===== src/rtl/async_fifo_if.sv =====
// rtl/async_fifo_if.sv - producer/consumer bus for async_fifo; ASYNC_FIFO_ERR_FLAGS_EN adds OVERFLOW/UNDERFLOW
interface async_fifo_if #(
    parameter int DATA_W = 32
);
    logic [DATA_W-1:0] DataIn;
    logic [DATA_W-1:0] DataOut;
    logic              WR;
    logic              RD;
    logic              EN;
    logic              FULL;
    logic              EMPTY;
`ifdef ASYNC_FIFO_ERR_FLAGS_EN
    logic              OVERFLOW;
    logic              UNDERFLOW;

    modport master (
        output DataIn, WR, RD, EN,
        input  DataOut, FULL, EMPTY, OVERFLOW, UNDERFLOW
    );
    modport slave (
        input  DataIn, WR, RD, EN,
        output DataOut, FULL, EMPTY, OVERFLOW, UNDERFLOW
    );
`else
    modport master (
        output DataIn, WR, RD, EN,
        input  DataOut, FULL, EMPTY
    );
    modport slave (
        input  DataIn, WR, RD, EN,
        output DataOut, FULL, EMPTY
    );
`endif
endinterface


===== src/rtl/async_fifo.sv =====
// rtl/async_fifo.sv - single-clock FIFO with registered FULL/EMPTY; ASYNC_FIFO_ERR_FLAGS_EN adds sticky error flags
module async_fifo #(
    parameter int DATA_W = 32,
    parameter int DEPTH  = 8
) (
    input  logic        clk,
    input  logic        rst,
    async_fifo_if.slave bus
);
    localparam int AW = (DEPTH > 1) ? $clog2(DEPTH) : 1;
    localparam logic [AW-1:0] PTR_ONE  = AW'(1);
    localparam logic [AW:0]   CNT_ONE  = (AW+1)'(1);
    localparam logic [AW:0]   FULL_CNT = {1'b1, {AW{1'b0}}};

    logic [DATA_W-1:0] mem [DEPTH];
    logic [AW-1:0]     wptr;
    logic [AW-1:0]     rptr;
    logic [AW:0]       count;
    logic [AW:0]       count_nxt;
    logic              full_q;
    logic              empty_q;
    logic [DATA_W-1:0] dout_q;
    logic              wr_ok;
    logic              rd_ok;

    // Acceptance uses the registered flags, i.e. the pre-edge occupancy.
    assign wr_ok = bus.EN & bus.WR & ~full_q;
    assign rd_ok = bus.EN & bus.RD & ~empty_q;

    always_comb begin
        count_nxt = count;
        if (wr_ok && !rd_ok) begin
            count_nxt = count + CNT_ONE;
        end else if (rd_ok && !wr_ok) begin
            count_nxt = count - CNT_ONE;
        end
    end

    always_ff @(posedge clk) begin
        if (rst) begin
            wptr    <= '0;
            rptr    <= '0;
            count   <= '0;
            full_q  <= 1'b0;
            empty_q <= 1'b1;
            dout_q  <= '0;
        end else begin
            if (wr_ok) begin
                wptr <= wptr + PTR_ONE;
            end
            if (rd_ok) begin
                dout_q <= mem[rptr];
                rptr   <= rptr + PTR_ONE;
            end
            count   <= count_nxt;
            full_q  <= (count_nxt == FULL_CNT);
            empty_q <= (count_nxt == '0);
        end
    end

    // Storage is not reset; a write coinciding with rst is dropped.
    always_ff @(posedge clk) begin
        if (!rst && wr_ok) begin
            mem[wptr] <= bus.DataIn;
        end
    end

    assign bus.DataOut = dout_q;
    assign bus.FULL    = full_q;
    assign bus.EMPTY   = empty_q;

`ifdef ASYNC_FIFO_ERR_FLAGS_EN
    logic ovf_q;
    logic unf_q;

    always_ff @(posedge clk) begin
        if (rst) begin
            ovf_q <= 1'b0;
            unf_q <= 1'b0;
        end else begin
            if (bus.EN && bus.WR && full_q) begin
                ovf_q <= 1'b1;
            end
            if (bus.EN && bus.RD && empty_q) begin
                unf_q <= 1'b1;
            end
        end
    end

    assign bus.OVERFLOW  = ovf_q;
    assign bus.UNDERFLOW = unf_q;
`endif
endmodule


===== src/flat_wrapper.sv =====
// flat-port wrapper written by rule: the top's interface ports become plain ports
module async_fifo_flat 
#(
    parameter int DATA_W = 32,
    parameter int DEPTH  = 8
)
  (clk, rst, bus_DataIn, bus_WR, bus_RD, bus_EN, bus_DataOut, bus_FULL, bus_EMPTY);
  async_fifo_if #(.DATA_W(DATA_W)) bus_i ();
  input  logic clk;
  input  logic rst;
  input wire logic [$bits(bus_i.DataIn)-1:0] bus_DataIn;
  input wire logic [$bits(bus_i.WR)-1:0] bus_WR;
  input wire logic [$bits(bus_i.RD)-1:0] bus_RD;
  input wire logic [$bits(bus_i.EN)-1:0] bus_EN;
  output wire logic [$bits(bus_i.DataOut)-1:0] bus_DataOut;
  output wire logic [$bits(bus_i.FULL)-1:0] bus_FULL;
  output wire logic [$bits(bus_i.EMPTY)-1:0] bus_EMPTY;
  assign bus_i.DataIn = bus_DataIn;
  assign bus_i.WR = bus_WR;
  assign bus_i.RD = bus_RD;
  assign bus_i.EN = bus_EN;
  assign bus_DataOut = bus_i.DataOut;
  assign bus_FULL = bus_i.FULL;
  assign bus_EMPTY = bus_i.EMPTY;
  async_fifo #(.DATA_W(DATA_W), .DEPTH(DEPTH)) u_core (.clk(clk), .rst(rst), .bus(bus_i));
endmodule

===== config.mk =====
export PLATFORM = sky130hd
export DESIGN_NAME = async_fifo_flat
export DESIGN_NICKNAME = d
export VERILOG_FILES = /design/src/rtl/async_fifo_if.sv /design/src/rtl/async_fifo.sv /design/src/flat_wrapper.sv
export SDC_FILE = /design/constraint.sdc
export NUM_CORES = 1
export LEC_CHECK = 0
export CAP_MARGIN = 10
export CELL_PAD_IN_SITES_DETAIL_PLACEMENT = 0
export CELL_PAD_IN_SITES_GLOBAL_PLACEMENT = 1
export CORE_MARGIN = 3
export CORE_UTILIZATION = 55
export DETAILED_ROUTE_END_ITERATION = 12
export PLACE_DENSITY = 0.87
export REMOVE_ABC_BUFFERS = 1
export SLEW_MARGIN = 40
export SYNTH_ARGS = -nofsm -noshare
export SYNTH_HDL_FRONTEND = slang
export SYNTH_SLANG_ARGS = --single-unit

===== constraint.sdc =====
create_clock -name clk -period 9.6 [get_ports clk]
set_clock_uncertainty 0.1 [all_clocks]
set_input_delay 1.44 -clock clk [delete_from_list [all_inputs] [get_ports clk]]
set_output_delay 1.44 -clock clk [all_outputs]
set_load 0.01 [all_outputs]

### After elaboration in Yosys (flattened, before gate mapping)

Memories as Yosys holds them, arrays and structs flattened. A register that Yosys moved wholly into a read port is not among the register bits.
Index checks and enable logic that the tools add are counted.

| storage, ports and cells | value |
|---|---|
| bits in registers | 12 |
| RAM bits | 256 |
| input port bits | 37 |
| output and inout port bits | 34 |
| word-level logic and storage cells | 28 |
| memories kept | 1 |

Memories:

| name | depth | bits a word | rd ports | clocked after memory_dff | wr ports | RTL line | source |
|---|---|---|---|---|---|---|---|
| u_core.mem | 8 | 32 | 1 | 1 | 1 | async_fifo.sv:15 | `logic [DATA_W-1:0] mem [DEPTH];` |

| operators by class | value |
|---|---|
| $add $sub $neg | 4 |
| equal/unequal tests | 1 |
| multiplexer cells | 4 |
| bitwise operators | 6 |
| reductions and logical operators | 7 |

Operators by type and width:

| cell | count |
|---|---|
| 4-bit two-way mux | 2 |
| 3-bit by 1-bit adder with 3-bit output (second input constant) | 2 |
| 4-bit by 1-bit adder with 4-bit output (second input constant) | 1 |
| 1-bit AND | 4 |
| 4-bit equality test (second input constant) | 1 |
| 4-bit logical NOT | 1 |
| 4-bit by 1-bit subtractor with 4-bit output (second input constant) | 1 |
| 1-bit logical AND | 3 |
| 1-bit logical NOT | 3 |
| 1-bit two-way mux | 2 |
| 1-bit inverter | 2 |

### Depth between registers and ports, before layout

| logic depth | value |
|---|---|
| word-level depth | 7 |
| depth in mapped cells | 7 |

### Worst setup path after synthesis

No wires, ideal clock.

| path | value |
|---|---|
| path type | input to register |
| start point | input bus_WR |
| end point | memory u_core.mem[0][0] (enable) |
| library setup time | 513 ps |
| data arrival time | 5233 ps |
| data required time | 8987 ps |
| setup slack | 3754 ps |
| stages on the path | 4 |
| cell sequence | nor2b_1 > buf_2 > nand2_1 > nor4b_1 |

| on the way | value |
|---|---|
| word-level cells in the longest chain between the ends | 5 |

Ends and longest elaborated chain:

| element | RTL line | source |
|---|---|---|
| start, declared | flat_wrapper.sv:12 | `input wire logic [$bits(bus_i.WR)-1:0] bus_WR;` |
| 1-bit AND (2 in series) | async_fifo.sv:27 | `assign wr_ok = bus.EN & bus.WR & ~full_q;` |
| 1-bit logical AND | async_fifo.sv:63 | `if (!rst && wr_ok) begin` |
| 1-bit two-way mux | async_fifo.sv:63 |  |
| 1-bit two-way mux (not written as such) | async_fifo.sv:64 | `mem[wptr] <= bus.DataIn;` |
| end, declared | async_fifo.sv:15 |  |

No other way between the ends.

### Worst setup path in the final report

| path | value |
|---|---|
| start point | input bus_WR |
| end point | memory u_core.mem[6][5] (enable) |

The elaborated chain is that of the path after synthesis.

==> flow_metrics.env <==
export IMPL_status="finished, final reports clean"
export IMPL_post_drt_via_cell_ratio=5.88
export IMPL_whs_ns=0.396
export IMPL_drtAntennaViolNets=0
export IMPL_synth_seq_area_share_pct=75.0
export IMPL_ys_types=38
export IMPL_synth_area_sq_um=11400
export IMPL_std_cell_rows=52
export IMPL_p_leak_uw=0.00416
export IMPL_critPathMaxStageDelay_ns=0.50
export IMPL_cp_arrival_ns=3.72
export IMPL_fp_dieW_microns=150
export IMPL_post_synth_top_count_cell="edfxtp_1"
export IMPL_finalHoldViolations=0
export IMPL_wl_per_cell_microns=22.2
export IMPL_clock_latency_ns=0.53
export IMPL_ys_top_cells_by_count="edfxtp_1 (256), mux4_2 (53), nor2_1 (46)"
export IMPL_crit_type="in2reg"
export IMPL_h_tree_depth=1
export IMPL_ys_top_cells_by_area="edfxtp_1 (67%), mux4_2 (10%), dfxtp_1 (7.7%), mux2i_1 (2.9%), mux4_1 (2.5%)"
export IMPL_crit_required_ns=9.73
export IMPL_regArea_sq_um=8570
export IMPL_die_area_sq_um=22500
export IMPL_cts_tree="yes"
export IMPL_slew_headroom_pct=52.7
export IMPL_fin_crit_sh_pct=37.4
export IMPL_yosys_register_bits=300
export IMPL_cts_resized_gates=0
export IMPL_io_pins=71
export IMPL_drtIter0Drc=446
export IMPL_cts_buffers=29
export IMPL_grt_first_pass_wirelength_mm=32.7
export IMPL_fillers=1312
export IMPL_coreArea_sq_um=20300
export IMPL_clkSlewWorstSetupHoldPaths_ns=0.06
export IMPL_cts_buffer_depth=3
export IMPL_drive_gt1_share_pct=19.9
export IMPL_setup_viol=0
export IMPL_synthFlopType="edfxtp_1"
export IMPL_multi_input_area_sq_um=2620
export IMPL_yosysWarnings=0
export IMPL_synth_top_area_share_pct=67.3
export IMPL_path_max_fanout=12
export IMPL_final_cell_area_sq_um=13500
export IMPL_cts_sinks=300
export IMPL_num_antenna_cells=0
export IMPL_rsz0062_at_grt="no"
export IMPL_hp_start="u_core.bus.DataOut[16]"
export IMPL_grt_pass1_vias=5740
export IMPL_wirelength_mm=20.8
export IMPL_syn_inst=560
export IMPL_slowest_stage="nor2_4"
export IMPL_drc=0
export IMPL_place_congestion=0.712
export IMPL_root_buffer="clkbuf_16"
export IMPL_grt_total_usage_pct=19.1
export IMPL_antenna_found_initial=1
export IMPL_grt_max_degree=68
export IMPL_place_area_sq_um=12500
export IMPL_vias=5508
export IMPL_drv_slew=0
export IMPL_dr_pass1_iters=4
export IMPL_max_cap_viol_count=0
export IMPL_r2r_start="u_core.bus.FULL"
export IMPL_dp_hpwl_mm=12.0
export IMPL_max_slew_worst_pin_slew_ns=0.709
export IMPL_cp_end_kind="register"
export IMPL_die_height_microns=150
export IMPL_initial_utilization_pct=56.3
export IMPL_power_density_nw_per_um2=206
export IMPL_final_nets=686
export IMPL_path_cells="clkdlybuf4s50_1 -> nor2b_1 -> nand3_1 -> nor2_4 -> buf_8 -> buf_16"
export IMPL_synth_edff_count=256
export IMPL_fmax_mhz=279
export IMPL_peakVddDrop_mv=0.157
export IMPL_critPathLaunch="bus_WR"
export IMPL_synth_top_cell_by_area="edfxtp_1"
export IMPL_syn_avg_cell_area_sq_um=20.4
export IMPL_ctsHoldBuffers=0
export IMPL_grt_overflow=0
export IMPL_synthArstFlopShare_pct=0
export IMPL_syn_to_final_growth_pct=18.2
export IMPL_start_kind="primary input"
export IMPL_setup_tns_ns=0
export IMPL_period_minus_slack_ns=3.59
export IMPL_min_path_type="reg2reg"
export IMPL_post_cts_buffers=0
export IMPL_port_buffers=70
sequential cells by signal (all words and copies together), names as in the netlist:
| signal | cells |
|---|---|
| u_core.bus.FULL | 1 |
| u_core.mem | 256 |
| u_core.rptr | 3 |
| u_core.bus.DataOut | 32 |
| u_core.count | 4 |
| u_core.wptr | 3 |
| u_core.bus.EMPTY | 1 |
where the power goes:
part	switching, uW	internal [uW]	total [uW]
Clock	446	761	1210
Combinational	64.6	65.0	130
Sequential	11.3	1430	1440
layout by cell type (no fill, tap or decap), drive strengths merged, types with 2 or more instances in the layout:
cell type      count
a211oi            32
a21oi              2
buf               18
bufinv             6
clkbuf            40
clkdlybuf4s50     69
clkinv             5
clkinvlp           2
dfxtp             44
edfxtp           256
ha                 4
inv                2
mux2i             33
mux4              64
nand2              8
nand2b             2
nand3              6
nand3b             2
nand4              2
nor2              46
nor3               3
o21ai              3
xnor2              4
xor2               3
metal layers:
layer / GRT usage [%] / vias up / routed length (microns)
met5: 0 / - / 13
met4: 5.63 / 2 / 460
met3: 3.97 / 41 / 1360
met2: 30.8 / 190 / 10400
met1: 26.8 / 2817 / 8620
li1: - / 2458 / -
logic make-up (layout without fill, tap and decap cells):
| kind of cell | Yosys count | in the layout | share of synthesized area [%] |
|---|---|---|---|
| simple gates | 75 | 75 | 2.98 |
| fa+ha+maj | 4 | 4 | 0.438 |
| buf+inv | 35 | 142 | 2.49 |
| xor+xnor | 7 | 7 | 0.537 |
| mux | 97 | 97 | 15.9 |
| flops | 300 | 300 | 75.0 |
| compound gates | 42 | 42 | 2.69 |
stage by stage:
step | util, % | cells | total power, uW | setup WS [ns]
CTS | 66.5 | 937 | 2810 | 6.03
detailed placement | 61.4 | 884 | 1600 | 5.50
global route | 66.5 | 937 | 2870 | 5.95
finish | 66.5 | 937 | 2780 | 6.01
global placement | 60.7 | 878 | 1590 | 5.38
floorplan | - | 527 | 1540 | 3.61
layout make-up:
class / instances / share of cell area (%)
well taps: 270 / 2.50
clock inverters: 13 / 1.63
multi-input cells: 225 / 19.4
flip-flops and latches: 300 / 63.5
clock buffers: 40 / 6.12
repair buffers: 87 / 6.76
inverters: 2 / 0.0556
critical path, delay by kind of cell:
kind | cells | cell delay, ns
buffers and inverters | 3 | 0.88
AND/OR/NAND/NOR | 3 | 1.39
worst paths after layout:
check | to | slack (ns) | cells after the start
hold / removal | u_core.bus.DataOut[16] | 0.40 | 2
hold reg to reg | u_core.bus.DataOut[16] | 0.40 | 2
setup reg to reg | u_core.mem[6][5] | 7.12 | 5
setup / recovery | u_core.mem[6][5] | 6.01 | 6
No activity file was read; power rests on OpenSTA's default activity.
